### config.mk
export PLATFORM = sky130hd
export DESIGN_NAME = sched_scoreboard_flat
export DESIGN_NICKNAME = d
export VERILOG_FILES = /design/src/rtl/instr_pkg.sv /design/src/rtl/sched_pkg.sv /design/src/rtl/sched_scoreboard_if.sv /design/src/rtl/sched_pend_cnt.sv /design/src/rtl/sched_scoreboard.sv /design/src/flat_wrapper.sv
export SDC_FILE = /design/constraint.sdc
export NUM_CORES = 1
export LEC_CHECK = 0
export BUFFER_PORTS_ARGS = -buffer_cell sky130_fd_sc_hd__buf_4
export CORE_MARGIN = 8
export CORE_UTILIZATION = 30
export CTS_CLUSTER_SIZE = 30
export DETAILED_ROUTE_END_ITERATION = 6
export GPL_ROUTABILITY_DRIVEN = 0
export PLACE_DENSITY = 0.46
export SLEW_MARGIN = 10
export SYNTH_ARGS = -nofsm -noshare
export SYNTH_HDL_FRONTEND = slang
export SYNTH_SLANG_ARGS = --single-unit
### constraint.sdc
create_clock -name i_clk -period 3.8 [get_ports i_clk]
set_input_delay 0.57 -clock i_clk [delete_from_list [all_inputs] [get_ports i_clk]]
set_output_delay 0.57 -clock i_clk [all_outputs]
set_load 0.02 [all_outputs]
### src/rtl/instr_pkg.sv
// Shared instruction header: decoded/issued instruction records, integer
// writeback record and the helper that builds an issued instruction.
// Register index fields are REG_IDX_W wide, so NUM_REGS must not exceed 32.
package instr_pkg;

  localparam int unsigned REG_IDX_W = 5;
  localparam int unsigned PC_W      = 32;

  typedef struct packed {
    logic                 valid;
    logic [REG_IDX_W-1:0] idx;
  } reg_operand_t;

  typedef struct packed {
    reg_operand_t rs1;
    reg_operand_t rs2;
    reg_operand_t rd;
  } decode_t;

  typedef struct packed {
    logic       valid;
    logic [3:0] cause;
  } except_t;

  typedef struct packed {
    logic            valid;
    logic [PC_W-1:0] pc;
    decode_t         decode;
    except_t         except;
  } decoded_instr_t;

  typedef struct packed {
    logic            valid;
    logic [PC_W-1:0] pc;
    decode_t         decode;
    except_t         except;
  } issued_instr_t;

  typedef struct packed {
    logic                 valid;
    logic [REG_IDX_W-1:0] idx;
  } int_arch_reg_wb_t;

  function automatic issued_instr_t compose_issued_instr(
    input logic [PC_W-1:0] pc,
    input decode_t         decode,
    input except_t         except,
    input logic            valid
  );
    issued_instr_t r;
    r.valid  = valid;
    r.pc     = pc;
    r.decode = decode;
    r.except = except;
    return r;
  endfunction

endpackage

### src/rtl/sched_pkg.sv
// Scoreboard package: default sizing and the writeback hit counter.
// wb_hit_count takes a fixed-size port vector (SCHED_MAX_WB_PORTS); callers
// pad unused entries with valid = 0, so NUM_WB_PORTS may not exceed it.
package sched_pkg;
  import instr_pkg::*;

  localparam int unsigned SCHED_NUM_REGS     = 32;
  localparam int unsigned SCHED_NUM_WB_PORTS = 2;
  localparam int unsigned SCHED_CNT_W        = 2;
  localparam int unsigned SCHED_MAX_WB_PORTS = 8;

  // Number of writeback ports releasing register idx this cycle.
  function automatic int unsigned wb_hit_count(
    input logic [REG_IDX_W-1:0]                     idx,
    input int_arch_reg_wb_t [SCHED_MAX_WB_PORTS-1:0] wb
  );
    int unsigned n;
    n = 0;
    for (int unsigned p = 0; p < SCHED_MAX_WB_PORTS; p++) begin
      if (wb[p].valid && wb[p].idx == idx) n++;
    end
    return n;
  endfunction

endpackage

### src/rtl/sched_scoreboard_if.sv
// Issue-stage bundle between ID, the scoreboard and RF/writeback.
//   master : pipeline side (drives flush, stall, instr, writebacks)
//   slave  : scoreboard side (drives o_stall, o_instr, o_idle)
interface sched_scoreboard_if #(
  parameter int unsigned NUM_WB_PORTS = sched_pkg::SCHED_NUM_WB_PORTS
);
  import instr_pkg::*;

  logic                                i_flush;
  logic                                i_stall;
  decoded_instr_t                      i_instr;
  int_arch_reg_wb_t [NUM_WB_PORTS-1:0] i_int_reg_wb;
  logic                                o_stall;
  issued_instr_t                       o_instr;
  logic                                o_idle;

  modport master (
    output i_flush, i_stall, i_instr, i_int_reg_wb,
    input  o_stall, o_instr, o_idle
  );

  modport slave (
    input  i_flush, i_stall, i_instr, i_int_reg_wb,
    output o_stall, o_instr, o_idle
  );

endinterface

### src/rtl/sched_pend_cnt.sv
// Pending-write counter for one architectural register.
//   clk, rst : clock, asynchronous active-high reset
//   clr      : synchronous clear (pipeline flush), wins over inc/dec
//   inc      : one write to this register issued this cycle
//   dec      : number of writebacks releasing this register this cycle
//   cnt      : current pending count
module sched_pend_cnt #(
  parameter int unsigned CNT_W = 2,
  parameter int unsigned DEC_W = 2
) (
  input  logic             clk,
  input  logic             rst,
  input  logic             clr,
  input  logic             inc,
  input  logic [DEC_W-1:0] dec,
  output logic [CNT_W-1:0] cnt
);

  int unsigned      sum;
  logic             underflow;
  logic [CNT_W-1:0] cnt_next;

  // Issue only increments when the count has headroom or a release lands in
  // the same cycle, so sum - dec always fits back into CNT_W bits.
  always_comb begin
    sum       = 32'(cnt) + 32'(inc);
    underflow = sum < 32'(dec);
    cnt_next  = underflow ? '0 : CNT_W'(sum - 32'(dec));
  end

  always_ff @(posedge clk or posedge rst) begin
    if (rst)      cnt <= '0;
    else if (clr) cnt <= '0;
    else          cnt <= cnt_next;
  end

  // More releases than pending writes means a writeback nobody issued.
  assert property (@(posedge clk) disable iff (rst) clr || !underflow)
    else $error("sched_pend_cnt: writeback release underflow");

endmodule

### src/rtl/sched_scoreboard.sv
// In-order issue stage between ID and RF with per-register saturating
// pending-write counters (WAW allowed, multi-port writeback release).
// Ports:
//   i_clk, i_rst : clock, asynchronous active-high reset
//   i_log_fd     : log enable/descriptor, 0 disables issue logging
//   bus          : sched_scoreboard_if.slave (flush, stall, instr, writebacks
//                  in; stall to ID, registered issued instr, idle out)
// Configuration macro SCHED_WB_BYPASS_EN: when defined, same-cycle writeback
// releases count towards operand/destination readiness; when undefined,
// readiness uses the registered counters only (one extra wakeup cycle).
module sched_scoreboard
  import instr_pkg::*;
  import sched_pkg::*;
#(
  parameter int unsigned NUM_REGS     = SCHED_NUM_REGS,
  parameter int unsigned NUM_WB_PORTS = SCHED_NUM_WB_PORTS,
  parameter int unsigned CNT_W        = SCHED_CNT_W
) (
  input  logic              i_clk,
  input  logic              i_rst,
  input  logic [31:0]       i_log_fd,
  sched_scoreboard_if.slave bus
);

  localparam int unsigned      IDX_W   = $clog2(NUM_REGS);
  localparam int unsigned      DEC_W   = $clog2(NUM_WB_PORTS + 1);
  localparam logic [CNT_W-1:0] CNT_MAX = '1;

  logic [CNT_W-1:0] cnt [NUM_REGS];
  logic [DEC_W-1:0] dec [NUM_REGS];
  logic             inc [NUM_REGS];
  logic [NUM_REGS-1:0] pend;

  int_arch_reg_wb_t [SCHED_MAX_WB_PORTS-1:0] wb_pad;

  logic [IDX_W-1:0] rs1_idx, rs2_idx, rd_idx;
  logic             rs1_byp, rs2_byp, rd_byp;
  logic             rs1_ready, rs2_ready, rd_ready, can_issue;
  issued_instr_t    instr_q;

  always_comb begin
    wb_pad = '0;
    for (int unsigned p = 0; p < NUM_WB_PORTS; p++) wb_pad[p] = bus.i_int_reg_wb[p];
  end

  always_comb begin
    for (int unsigned r = 0; r < NUM_REGS; r++) begin
      dec[r] = DEC_W'(wb_hit_count(REG_IDX_W'(r), wb_pad));
    end
  end

  always_comb begin
    rs1_idx = bus.i_instr.decode.rs1.idx[IDX_W-1:0];
    rs2_idx = bus.i_instr.decode.rs2.idx[IDX_W-1:0];
    rd_idx  = bus.i_instr.decode.rd.idx[IDX_W-1:0];
`ifdef SCHED_WB_BYPASS_EN
    // Every pending write to a source retires this cycle, or a release frees
    // a destination slot this cycle.
    rs1_byp = 32'(cnt[rs1_idx]) == 32'(dec[rs1_idx]);
    rs2_byp = 32'(cnt[rs2_idx]) == 32'(dec[rs2_idx]);
    rd_byp  = dec[rd_idx] != '0;
`else
    rs1_byp = 1'b0;
    rs2_byp = 1'b0;
    rd_byp  = 1'b0;
`endif
    rs1_ready = !bus.i_instr.decode.rs1.valid || rs1_idx == '0 ||
                cnt[rs1_idx] == '0 || rs1_byp;
    rs2_ready = !bus.i_instr.decode.rs2.valid || rs2_idx == '0 ||
                cnt[rs2_idx] == '0 || rs2_byp;
    rd_ready  = !bus.i_instr.decode.rd.valid || rd_idx == '0 ||
                cnt[rd_idx] != CNT_MAX || rd_byp;
    can_issue = !bus.i_stall && bus.i_instr.valid && rs1_ready && rs2_ready && rd_ready;
  end

  always_comb begin
    for (int unsigned r = 0; r < NUM_REGS; r++) begin
      inc[r] = can_issue && bus.i_instr.decode.rd.valid &&
               rd_idx == IDX_W'(r) && r != 0;
    end
  end

  // x0 is hardwired zero and never tracked.
  assign cnt[0] = '0;

  for (genvar r = 1; r < NUM_REGS; r++) begin : g_cnt
    sched_pend_cnt #(
      .CNT_W(CNT_W),
      .DEC_W(DEC_W)
    ) u_cnt (
      .clk(i_clk),
      .rst(i_rst),
      .clr(bus.i_flush),
      .inc(inc[r]),
      .dec(dec[r]),
      .cnt(cnt[r])
    );
  end

  always_comb begin
    for (int unsigned r = 0; r < NUM_REGS; r++) pend[r] = cnt[r] != '0;
  end

  // A non-issuing cycle loads a bubble unless downstream holds the stage.
  always_ff @(posedge i_clk or posedge i_rst) begin
    if (i_rst)               instr_q <= '0;
    else if (bus.i_flush)    instr_q <= '0;
    else if (!bus.i_stall)   instr_q <= compose_issued_instr(bus.i_instr.pc,
                                          bus.i_instr.decode, bus.i_instr.except, can_issue);
  end

  assign bus.o_instr = instr_q;
  assign bus.o_stall = bus.i_stall ||
                       (bus.i_instr.valid && !(rs1_ready && rs2_ready && rd_ready));
  assign bus.o_idle  = ~|pend;

`ifndef SYNTHESIS
  always @(posedge i_clk) begin
    if (!i_rst && i_log_fd != '0 && !bus.i_stall) begin
      $display("[IS ] valid=%0b pc=%08h issue=%0b rdy=%0b%0b%0b pend=%h",
               bus.i_instr.valid, bus.i_instr.pc, can_issue,
               rs1_ready, rs2_ready, rd_ready, pend);
    end
  end
`endif

endmodule
### src/flat_wrapper.sv
// flat-port wrapper written by rule: the top's interface ports become plain ports
module sched_scoreboard_flat import instr_pkg::*; import sched_pkg::*;
#(
  parameter int unsigned NUM_REGS     = SCHED_NUM_REGS,
  parameter int unsigned NUM_WB_PORTS = SCHED_NUM_WB_PORTS,
  parameter int unsigned CNT_W        = SCHED_CNT_W
)
  (i_clk, i_rst, i_log_fd, bus_i_flush, bus_i_stall, bus_i_instr, bus_i_int_reg_wb, bus_o_stall, bus_o_instr, bus_o_idle);
  sched_scoreboard_if #(.NUM_WB_PORTS(NUM_WB_PORTS)) bus_i ();
  input  logic i_clk;
  input  logic i_rst;
  input  logic [31:0] i_log_fd;
  input wire logic [$bits(bus_i.i_flush)-1:0] bus_i_flush;
  input wire logic [$bits(bus_i.i_stall)-1:0] bus_i_stall;
  input wire logic [$bits(bus_i.i_instr)-1:0] bus_i_instr;
  input wire logic [$bits(bus_i.i_int_reg_wb)-1:0] bus_i_int_reg_wb;
  output wire logic [$bits(bus_i.o_stall)-1:0] bus_o_stall;
  output wire logic [$bits(bus_i.o_instr)-1:0] bus_o_instr;
  output wire logic [$bits(bus_i.o_idle)-1:0] bus_o_idle;
  assign bus_i.i_flush = bus_i_flush;
  assign bus_i.i_stall = bus_i_stall;
  assign bus_i.i_instr = bus_i_instr;
  assign bus_i.i_int_reg_wb = bus_i_int_reg_wb;
  assign bus_o_stall = bus_i.o_stall;
  assign bus_o_instr = bus_i.o_instr;
  assign bus_o_idle = bus_i.o_idle;
  sched_scoreboard #(.NUM_REGS(NUM_REGS), .NUM_WB_PORTS(NUM_WB_PORTS), .CNT_W(CNT_W)) u_core (.i_clk(i_clk), .i_rst(i_rst), .i_log_fd(i_log_fd), .bus(bus_i));
endmodule
* Word-level counts from Yosys, hierarchy flattened
Cells that the tools add are included.
Storage, ports and cells: output and inout bits 58, register bits 118
Cells by class: mux-type cells 135, $add $sub $neg 93, bitwise operators 3, equal/unequal tests 95, order comparisons 34, reductions and logical operators 151
Operators by type and width (number):
- $eq A5 B5 Y1 const B | 48
- $mux W2 | 99
- $eq A5 B4 Y1 const B | 24
- $mux W56 | 2
- $logic_and A1 B1 Y1 | 101
- $add A2 B1 Y3 | 31
- $lt A3 B2 Y1 | 31
- $add A1 B1 Y2 const B | 31
- $reduce_bool A2 Y1 | 31
- $sub A2 B2 Y2 | 31
- $eq A5 B3 Y1 const B | 12
- $mux W1 | 31
- $reduce_or A31 Y1 | 1
- $bmux W2 S5 | 3
- $eq A5 B2 Y1 const B | 6
- $ge A6 B6 Y1 const B | 3
- $not A5 Y6 | 3
- $eq A5 B1 Y1 const B | 3
- $logic_not A5 Y1 | 3
- $logic_or A1 B1 Y1 | 7
- $logic_not A1 Y1 | 6
- $logic_not A2 Y1 | 2
- $ne A2 B2 Y1 const B | 2

* Logic depth before layout (Yosys ltp)
word-level depth 15, depth in mapped cells 16, depth with buffers taken out 13

* By module
From an unflattened synthesis, not the netlist that was laid out.
Second synthesis, totals: cells, all modules 972, area, all modules 9769.4 µm²
Modules (own cells, without submodules):
- sched_pend_cnt | area each 163.9 µm², cells an instance 14, instances 31
- sched_scoreboard | area each 4688.2 µm², cells an instance 538, instances 1

* Worst setup path before layout
Ideal clock, no wire load.
kind input to register, start point input bus_i_instr[13], end point register u_core.g_cnt[28].u_cnt.cnt[0], stages on the path 14, arrival 3.395 ns, slack 0.319 ns, required time 3.714 ns, path buffers 2, cells stage by stage buf_4 inv_2 mux4_2 nand4b_1 nand4_1 or4_4 nand3_4 buf_8 nor4_2 ha_1 fa_1 nor3b_1 nor2_1 nor3_1
On the way: longest elaborated chain between the ends 14
RTL lines:
- from (decl) | line flat_wrapper.sv:15 | input wire logic [$bits(bus_i.i_instr)-1:0] bus_i_instr;
- $not A5 Y6 (implied by the code) | line sched_scoreboard.sv:70 | cnt[rs2_idx] == '0 || rs2_byp;
- $bmux W2 S5 | line sched_scoreboard.sv:70
- $mux W2 (implied by the code) (2 in series) | line sched_scoreboard.sv:70
- $logic_not A2 Y1 | line sched_scoreboard.sv:70
- $logic_or A1 B1 Y1 * | line sched_scoreboard.sv:69 | rs2_ready = !bus.i_instr.decode.rs2.valid || rs2_idx == '0 ||
- $logic_and A1 B1 Y1 * (2 in series) | line sched_scoreboard.sv:73 | can_issue = !bus.i_stall && bus.i_instr.valid && rs1_ready && rs2_ready && rd_ready;
- $logic_and A1 B1 Y1 * (2 in series) | line sched_scoreboard.sv:78 | inc[r] = can_issue && bus.i_instr.decode.rd.valid &&
- $add A2 B1 Y3 * | line sched_pend_cnt.sv:26 | sum = 32'(cnt) + 32'(inc);
- $lt A3 B2 Y1 / $sub A2 B2 Y2 (equally long branches) | line sched_pend_cnt.sv:27, sched_pend_cnt.sv:28
- $mux W2 * | line sched_pend_cnt.sv:28 | cnt_next = underflow ? '0 : CNT_W'(sum - 32'(dec));
- $mux W2 * | line sched_pend_cnt.sv:33 | else if (clr) cnt <= '0;
- to (signal assigned) | line sched_pend_cnt.sv:34 | else cnt <= cnt_next;
- to (decl) | line sched_pend_cnt.sv:16 | output logic [CNT_W-1:0] cnt
Mark *: on every way between the ends. The rest lies on a longest branch, timed or not. The select of a mux whose other input is x is not followed. A chain may end at the register's enable or synchronous reset.

* Worst setup path after layout
start point register u_core.g_cnt[18].u_cnt.cnt[1], end point register u_core.g_cnt[27].u_cnt.cnt[0]
On the way: longest elaborated chain between the ends 14
RTL lines:
- from (decl) | line sched_pend_cnt.sv:16
- from (signal assigned) | line sched_pend_cnt.sv:34
- $bmux W2 S5 | line sched_scoreboard.sv:68 | cnt[rs1_idx] == '0 || rs1_byp;
- $mux W2 (implied by the code) (2 in series) | line sched_scoreboard.sv:68
- $logic_not A2 Y1 | line sched_scoreboard.sv:68
- $logic_or A1 B1 Y1 | line sched_scoreboard.sv:67 | rs1_ready = !bus.i_instr.decode.rs1.valid || rs1_idx == '0 ||
- $logic_and A1 B1 Y1 (2 in series) | line sched_scoreboard.sv:73
- $logic_and A1 B1 Y1 * | line sched_scoreboard.sv:73
- $logic_and A1 B1 Y1 * (2 in series) | line sched_scoreboard.sv:78
- $add A2 B1 Y3 * | line sched_pend_cnt.sv:26
- $lt A3 B2 Y1 / $sub A2 B2 Y2 (equally long branches) | line sched_pend_cnt.sv:27, sched_pend_cnt.sv:28
- $mux W2 * | line sched_pend_cnt.sv:28
- $mux W2 * | line sched_pend_cnt.sv:33
- to (signal assigned) | line sched_pend_cnt.sv:34
- to (decl) | line sched_pend_cnt.sv:16
Marked as above.

==> impl_metrics.tcl <==
set metrics [dict create \
    outcome "complete, no violations" \
    crit_start "u_core.g_cnt[18].u_cnt.cnt[1]$_DFF_PP0_" \
    port_buffers 129 \
    rsz0062_at_grt "yes" \
    row_count 64 \
    clock-sinks 118 \
    drtPass1Iterations 5 \
    finalCritPeriodShare_pct 95.5 \
    hold_buffers 0 \
    io_pins 162 \
    syn_nets 1226 \
    start_kind "register" \
    vias_per_cell 4.98 \
    max_freq_mhz 276 \
    fin_ws_ps 171 \
    grt_usage_pct 16.4 \
    clockBufferDepth 2 \
    synth-seq-cells 118 \
    pre_cts_ws_ps -84.7 \
    numCtsBuffers 17 \
    drc 0 \
    synth_edf_count 0 \
    crit_type "reg2reg" \
    placed_area_um2 11000 \
    finalClockSkew_ps 7.72 \
    clk_pin_slew_ps 70 \
    synth_area_um2 9300 \
    ant_nets 0 \
    clk_latency_ps 430 \
    cp_max_fo 12 \
    finalSetupViolCount 0 \
    synth_cells 967 \
    synth_warnings 0 \
    maxCapViolCount 0 \
    fp.dieW_um 192 \
    hold_class "in2async" \
    grt_max_degree 73 \
    power.total_uw 3530 \
    seq_area_frac_synth_pct 31.8 \
    synth_ff_type "dfrtp_1" \
    antenna_cells 0 \
    finalHoldViolCount 0 \
    initial_utilization_pct 30.4 \
    synth_area_per_cell_um2 9.61 \
    p_leak_uw 0.00552 \
    drtIter0Drc 419 \
    dpl.hpwl_mm 22.3 \
    finalMaxSlewViolations 0 \
    syn_to_final_growth_pct 24.5 \
    coreArea_um2 30600 \
    wl_per_cell_um 19.3 \
    drive_gt1_share_pct 22.6 \
    grt_antenna_before_repair 0 \
    cts-root-buf "clkbuf_16" \
    worst_pin_slew_ps 989 \
    rr_startpoint "u_core.g_cnt[18].u_cnt.cnt[1]$_DFF_PP0_" \
    vias 7629 \
    cp-end-kind "register" \
    cp.required_ps 4080 \
    hold_ws_ps 187 \
    instances_no_fill 1531 \
    crit_arrival_ps 3910 \
    pwr_density_cell_nw_per_um2 305 \
    die_height_um 192 \
    grt_pass1_wl_mm 46.6 \
    synth.distinct_cells 52 \
    postRouteWirelength_mm 29.5 \
    rr_worst_depth 13 \
    design_area_um2 11600 \
    die_area_um2 36900 \
    grt_pass1_vias 7871 \
    period_minus_slack_ps 3630 \
    tritoncts "done" \
    final_nets 1381 \
    max_slew_margin_pct 34.1 \
    peakVddDrop_uv 276 \
    cts_max_level 4 \
    synth-async-reset-ratio_pct 100 \
    grt-ovfl-total 0 \
    placed_cells 1499 \
]
-- registers in the layout (all words and copies together), names as in the netlist --
name,cells
u_core.g_cnt.u_cnt.cnt,62
u_core.bus.o_instr,56
-- area by class of cell --
| cell class | instances | area, um^2 |
|---|---|---|
| Clock inverter | 15 | 149 |
| Timing Repair Buffer | 183 | 1410 |
| Clock buffer | 17 | 425 |
| Fill cell | 3120 | 19000 |
| Inverter | 68 | 258 |
| Sequential cell | 118 | 2960 |
| Multi-Input combinational cell | 734 | 5880 |
| Tap cell | 396 | 495 |
-- critical path, cell delays in order, from the launching register on --
cell and delay [ps]:
dfrtp_1 470, nor3_2 210, a2111oi_0 90, or4_1 560, o32ai_1 330, or4_4 210
nand3_4 100, buf_12 170, nor3_1 310, ha_1 270, fa_1 460, nor3b_1 160
nor2_1 80, nor3_1 50
-- synth_stat cells, types with 3 or more instances --
cell type | instances | area (um^2)
buf_2 | 4 | 20.0
ha_1 | 124 | 1550
clkbuf_1 | 30 | 113
nor4_2 | 4 | 50.1
mux4_2 | 15 | 338
inv_2 | 3 | 11.3
a2111oi_0 | 4 | 35.0
nor4_1 | 6 | 37.5
inv_1 | 65 | 244
mux2i_1 | 60 | 601
a21oi_1 | 16 | 80.1
nand2_1 | 31 | 116
nor3_1 | 67 | 335
fa_1 | 31 | 621
or2_2 | 3 | 18.8
dfrtp_1 | 118 | 2950
xor2_1 | 31 | 272
nor2_1 | 186 | 698
o21ai_1 | 4 | 20.0
nand3b_1 | 3 | 22.5
a31oi_1 | 3 | 18.8
nor3b_1 | 51 | 383
o21ai_0 | 8 | 40.0
nand4_1 | 10 | 62.6
buf_1 | 6 | 22.5
buf_6 | 4 | 45.0
nand3_1 | 19 | 95.1
nand2b_1 | 8 | 50.1
a211oi_1 | 8 | 60.1
or4_1 | 4 | 30.0
nor2b_1 | 14 | 87.6
o211ai_1 | 3 | 22.5
-- path summary, 6_finish.rpt --
kind	to	slack, ps
max in group asynchronous	u_core.g_cnt[17].u_cnt.cnt[0]$_DFF_PP0_	2740
worst max-delay path	u_core.g_cnt[27].u_cnt.cnt[0]$_DFF_PP0_	170
worst max register to register	u_core.g_cnt[27].u_cnt.cnt[0]$_DFF_PP0_	170
min in group i_clk	u_core.bus.o_instr[34]$_DFFE_PP0P_	370
worst min-delay path	u_core.bus.o_instr[45]$_DFFE_PP0P_	190
worst min register to register	u_core.bus.o_instr[43]$_DFFE_PP0P_	520
-- placed cells by master, fill, tap and decap left out, types with 3 or more instances in the layout --
master / netlist / layout
inv_2: 3 / 3
clkbuf_16: 0 / 17
inv_1: 65 / 64
o211ai_1: 3 / 3
nor3_1: 67 / 67
or4_1: 4 / 4
or2_2: 3 / 3
a21oi_1: 16 / 16
ha_1: 124 / 122
buf_4: 2 / 180
dfrtp_1: 118 / 115
a211oi_1: 8 / 8
inv_8: 0 / 5
inv_6: 0 / 6
dfrtp_2: 0 / 3
o21ai_0: 8 / 8
nand4_1: 10 / 10
nand3_1: 19 / 19
a31oi_1: 3 / 3
nor2b_1: 14 / 14
mux2i_1: 60 / 60
o21ai_1: 4 / 4
nand2b_1: 8 / 8
nor4_1: 6 / 4
xor2_1: 31 / 31
mux4_2: 15 / 15
nor3b_1: 51 / 51
nand3b_1: 3 / 3
nand2_1: 31 / 31
a2111oi_0: 4 / 4
buf_12: 0 / 3
nor2_1: 186 / 184
nor4_2: 4 / 6
fa_1: 31 / 31
-- power breakdown --
part           leakage (uW)  internal (uW)  switching (uW)
sequential          0.00160           1300            27.2
clock              0.000278            874             744
combinational       0.00364            238             352
-- per-layer routing --
metal	routed length [um]	global-route usage, %
met5	0	0
met4	327	3.82
met3	1940	3.27
met2	12800	24.3
met1	14500	24.0
-- cells by family (layout without fill, tap and decap cells) --
logic type / Yosys count / count (layout) / share of synthesized area [%]
buf+inv: 115 / 283 / 5.22
compound gates: 57 / 57 / 4.15
xor+xnor: 31 / 31 / 2.92
simple gates: 415 / 415 / 22.4
flops: 118 / 118 / 31.8
mux: 76 / 76 / 10.2
fa+ha+maj: 155 / 155 / 23.4
-- metrics by stage --
stage               utilization [%]  setup TNS, ps
floorplan                         -              0
global placement               35.9           -175
detailed placement             35.9           -228
CTS                            37.8              0
global route                   37.8          -23.7
finish                         37.8              0
-- timing repair --
action,4_1_cts,5_1_grt
endpoints found under the setup margin,0,20
resized for setup,0,9
setup buffers,0,0
(Power assumes the default switching activity.)
